`src/rtl/uart_pkg.sv`:
```
// Shared UART framing constants and the transmit FSM state encoding.
package uart_pkg;

    localparam int   FRAME_W    = 10;
    localparam logic START_BIT  = 1'b0;
    localparam logic STOP_BIT   = 1'b1;
    localparam logic IDLE_LEVEL = 1'b1;

    localparam logic [FRAME_W-1:0] SREG_IDLE = {FRAME_W{IDLE_LEVEL}};

    typedef enum logic [1:0] {
        ST_IDLE  = 2'd0,
        ST_ARM   = 2'd1,
        ST_SHIFT = 2'd2
    } tx_state_e;

endpackage

```
`src/rtl/uart_tx_shifter.sv`:
```
// UART transmit framer: one-entry holding buffer feeding a 10-bit start/data/stop shifter,
// framed by bit_counter_tx's done pulse and guarded by a baud-tick watchdog.
module uart_tx_shifter
    import uart_pkg::*;
#(
    parameter int DATA_W     = 8,
    parameter int WDOG_TICKS = 12
) (
    input  logic              clk,
    input  logic              rst,
    input  logic              baud_tick,
    input  logic [DATA_W-1:0] tx_data,
    input  logic              tx_valid,
    output logic              tx_ready,
    input  logic              bit_done,
    output logic              shift_en,
    output logic              txd,
    output logic              busy,
    output logic              wdog_err
);

    localparam int              WDOG_W     = $clog2(WDOG_TICKS + 1);
    localparam logic [WDOG_W-1:0] WDOG_LIMIT = WDOG_W'(WDOG_TICKS);

    tx_state_e           state_q, state_d;
    logic                hold_valid_q, hold_valid_d;
    logic [DATA_W-1:0]   hold_data_q, hold_data_d;
    logic [FRAME_W-1:0]  sreg_q, sreg_d;
    logic                shift_en_q, shift_en_d;
    logic [WDOG_W-1:0]   wdog_cnt_q, wdog_cnt_d;
    logic                wdog_err_q, wdog_err_d;
    logic                busy_q, busy_d;

    always_comb begin
        state_d      = state_q;
        hold_valid_d = hold_valid_q;
        hold_data_d  = hold_data_q;
        sreg_d       = sreg_q;
        shift_en_d   = shift_en_q;
        wdog_cnt_d   = wdog_cnt_q;
        wdog_err_d   = 1'b0;

        // The buffer is only writable when empty, and ARM only drains it when full,
        // so accept and drain never collide in the same cycle.
        if (tx_valid && !hold_valid_q) begin
            hold_data_d  = tx_data;
            hold_valid_d = 1'b1;
        end

        case (state_q)
            ST_IDLE: begin
                shift_en_d = 1'b0;
                if (hold_valid_q) begin
                    state_d = ST_ARM;
                end
            end
            ST_ARM: begin
                shift_en_d = 1'b0;
                if (baud_tick) begin
                    sreg_d       = {STOP_BIT, hold_data_q, START_BIT};
                    hold_valid_d = 1'b0;
                    shift_en_d   = 1'b1;
                    wdog_cnt_d   = '0;
                    state_d      = ST_SHIFT;
                end
            end
            ST_SHIFT: begin
                shift_en_d = 1'b1;
                if (bit_done) begin
                    shift_en_d = 1'b0;
                    sreg_d     = SREG_IDLE;
                    state_d    = ST_IDLE;
                end else if (wdog_cnt_q == WDOG_LIMIT) begin
                    wdog_err_d = 1'b1;
                    shift_en_d = 1'b0;
                    sreg_d     = SREG_IDLE;
                    state_d    = ST_IDLE;
                end else if (baud_tick) begin
                    sreg_d     = {IDLE_LEVEL, sreg_q[FRAME_W-1:1]};
                    wdog_cnt_d = wdog_cnt_q + 1'b1;
                end
            end
            default: begin
                shift_en_d = 1'b0;
                sreg_d     = SREG_IDLE;
                state_d    = ST_IDLE;
            end
        endcase

        busy_d = (state_d != ST_IDLE) || hold_valid_d;
    end

    always_ff @(posedge clk or posedge rst) begin
        if (rst) begin
            state_q      <= ST_IDLE;
            hold_valid_q <= 1'b0;
            hold_data_q  <= '0;
            sreg_q       <= SREG_IDLE;
            shift_en_q   <= 1'b0;
            wdog_cnt_q   <= '0;
            wdog_err_q   <= 1'b0;
            busy_q       <= 1'b0;
        end else begin
            state_q      <= state_d;
            hold_valid_q <= hold_valid_d;
            hold_data_q  <= hold_data_d;
            sreg_q       <= sreg_d;
            shift_en_q   <= shift_en_d;
            wdog_cnt_q   <= wdog_cnt_d;
            wdog_err_q   <= wdog_err_d;
            busy_q       <= busy_d;
        end
    end

    assign tx_ready = !hold_valid_q;
    assign shift_en = shift_en_q;
    assign txd      = sreg_q[0];
    assign busy     = busy_q;
    assign wdog_err = wdog_err_q;

endmodule

```
`config.mk`:
```
export PLATFORM = sky130hd
export DESIGN_NAME = uart_tx_shifter
export DESIGN_NICKNAME = d
export VERILOG_FILES = /design/src/rtl/uart_pkg.sv /design/src/rtl/uart_tx_shifter.sv
export SDC_FILE = /design/constraint.sdc
export NUM_CORES = 1
export LEC_CHECK = 0
export CORE_ASPECT_RATIO = 2
export CORE_MARGIN = 10
export CORE_UTILIZATION = 46
export DETAILED_ROUTE_END_ITERATION = 8
export GPL_TIMING_DRIVEN = 0
export PLACE_DENSITY_LB_ADDON = 0.15
export SLEW_MARGIN = 40
export SYNTH_ARGS = -nofsm -noshare
export SYNTH_HDL_FRONTEND = slang
export SYNTH_SLANG_ARGS = --single-unit
```
`constraint.sdc`:
```
create_clock -name clk -period 3.7 [get_ports clk]
set_clock_uncertainty 0.2 [all_clocks]
set_input_delay 0.74 -clock clk [delete_from_list [all_inputs] [get_ports clk]]
set_output_delay 0.74 -clock clk [all_outputs]
set_load 0.1 [all_outputs]
```
==> metrics.csv <==
metric,value,unit
Via density,5.55,
reg-to-reg critical path endpoint,sreg_q[6]$_DFFE_PP1P_,
"EDFF count, synth",0,
I/O pins,18,
RSZ-0062 raised after global routing,false,
leakage power,0.688,nW
top post-synthesis cells by count,"dfrtp_1 (18), nand2_1 (15), o21ai_0 (13)",
clock latency on the worst-skew pair,0.26,ns
vias in the first global route,1088,
most common cell in the netlist,dfrtp_1,
cell type with the highest aggregate area in the netlist,dfrtp_1,
Slew headroom,0.629,
IO buf count,17,
number of clock sinks,27,
crit path capture,sreg_q[6]$_DFFE_PP1P_,
Ys Warns,0,
initial antenna violation count,0,
Via Count,960,
first-pass GRT wire length,4960,um
gr ovfl total,0,
WP data required,3.70,ns
core box area,0.00294,mm^2
number of max-cap violations,0,
Crit Path Max Fanout,9,
largest net degree at the start of global routing,28,
status,"finished, final reports clean",
routability cong.,0.809,
Period minus WS final,2.32,ns
reg2reg path depth,7,
diode count,0,
startpoint types,primary input,
Post-Syn Instances,122,
Tot GR Track Use,0.105,
async set-or-reset flop fraction in the synthesized netlist,1.00,
ANT nets after route,0,
Clock Path Buffers,2,
DRT Wirelength,2790,um
Hold Path Depth,1,
f_max,0.431,GHz
FF-to-FF Start,wdog_cnt_q[0]$_DFFE_PP0P_,
Sum Neg Setup Slack,0,ns
first-pass iteration count of the detailed router,4,
CTS tree,done,
area share of the largest cell type after synthesis,0.325,
crit share post-route,0.626,
hold crit path type,flip-flop to flip-flop,
Initial Util,0.471,
top post-synthesis cells by area,"dfrtp_1 (33%), dfstp_2 (17%), mux2_4 (9.8%)",
synthesized net count,141,
reg-to-reg setup timing slack,1.57,ns
H-tree levels,1,
Placed Instance Area,0.00157,mm^2
final net count,163,
final setup fails,0,
Synth Register Bits,27,
Mean Syn Cell Area,11.4,um^2
Non-Filler Instances,173,
Main synth FF type,dfrtp_1,
WS Path Type,primary input to flip-flop,
Unique masters post-synth,28,
"Seq/Total Area, Yosys",0.496,
hold_buf cts,0,
routed length per instance,16.1,um
post-CTS sizing,0,
final instance area,0.00161,mm^2
post-CTS setup buffers,0,
share of layout cells above drive strength 1,0.273,
Post-Syn Area,0.00139,mm^2
Worst EP arrival,2.32,ns
clock buffer count from CTS,3,
max-slew violation count,0,
Die Height,97.6,um
Post-DP HPWL,2120,um
# DRC,0,
Die Area,0.00574,mm^2
maximum VDD drop,0.000349,V
"Area growth, synth to finish",16.4,%
Clock transition at path regs,0.09,ns
Final Hold Violating Endpoints,0,
PwrDens,917,mW/mm^2
CP Capture Type,flip-flop,
Root Buffer,clkbuf_8,
Row Count,28,
Cells after DPL,169,
Die W,58.8,um
Worst-Margin Slew,0.556,ns
Setup crit start,bit_done,
Iter 0 DRT Violations,25,
-- cells by family after synthesis --
logic type / after synthesis / synth area share
and+or+nand+nor: 31 / 0.106
AOI/OAI and AO/OA: 28 / 0.141
adders and majority gates: 6 / 0.0542
DFF: 27 / 0.496
buffers and inverters: 13 / 0.0406
muxes: 17 / 0.163
-- critical path, cell delays in order --
cell and delay (ns):
clkdlybuf4s50_1 0.49, a31oi_4 0.27, a21oi_2 0.11, o21bai_1 0.18, buf_6 0.20, mux2_4 0.31
-- cell usage in the layout (no fill, tap or decap), types with 2 or more instances in the layout --
cell / count
ha_1: 6
clkbuf_1: 5
clkbuf_8: 3
a21oi_1: 2
inv_1: 6
buf_2: 5
mux2_4: 9
mux2_2: 8
a22o_1: 3
nand2_1: 15
o21ai_0: 13
dfrtp_1: 18
dfstp_2: 9
nand3b_1: 2
nand3_1: 11
clkdlybuf4s50_1: 12
-- worst min path at each step --
stage | startpoint | endpoint | slack (ns)
final | hold_data_q[6]$_DFFE_PP0P_ | hold_data_q[6]$_DFFE_PP0P_ | 0.31
after global routing | hold_data_q[1]$_DFFE_PP0P_ | hold_data_q[1]$_DFFE_PP0P_ | 0.33
after CTS | hold_data_q[6]$_DFFE_PP0P_ | hold_data_q[6]$_DFFE_PP0P_ | 0.32
after detailed placement | hold_data_q[6]$_DFFE_PP0P_ | hold_data_q[6]$_DFFE_PP0P_ | 0.30
after global placement | hold_data_q[4]$_DFFE_PP0P_ | hold_data_q[4]$_DFFE_PP0P_ | 0.29
after floorplan | hold_data_q[2]$_DFFE_PP0P_ | hold_data_q[2]$_DFFE_PP0P_ | 0.28
-- sequential cells by signal, indices dropped and copies added (netlist names) --
signal,count
busy,1
hold_data_q,8
shift_en,1
state_q,2
hold_valid_q,1
wdog_err,1
sreg_q,9
wdog_cnt_q,4
-- per-stage QoR --
| step | power, mW | setup WS (ns) | hold WS [ns] | utilization |
|---|---|---|---|---|
| floorplan | 1.17 | 1.77 | 0.281 | - |
| global placement | 1.31 | 1.11 | 0.291 | 0.541 |
| detailed placement | 1.32 | 1.12 | 0.297 | 0.533 |
| CTS | 1.49 | 1.39 | 0.318 | 0.548 |
| global route | 1.59 | 1.31 | 0.330 | 0.548 |
| finish | 1.48 | 1.38 | 0.312 | 0.548 |
-- final cells by class --
cell class,count,area (um^2)
Buffer,6,30.0
Clock buffer,4,45.0
Fill cell,285,1330
Inverter,7,26.3
Multi-Input combinational cell,82,642
Sequential cell,27,687
Tap cell,30,37.5
Timing Repair Buffer,17,145
-- power by group --
group / internal, mW / switching (mW)
clock network: 0.0769 / 0.0850
registers: 0.453 / 0.0729
logic: 0.350 / 0.441
total: 0.880 / 0.599
-- layer usage --
| metal | global-route usage | part of all wire |
|---|---|---|
| met5 | 0 | 0 |
| met4 | 0.0533 | 0.024 |
| met3 | 0.0275 | 0.040 |
| met2 | 0.180 | 0.54 |
| met1 | 0.109 | 0.40 |
(Power assumes the default switching activity.)
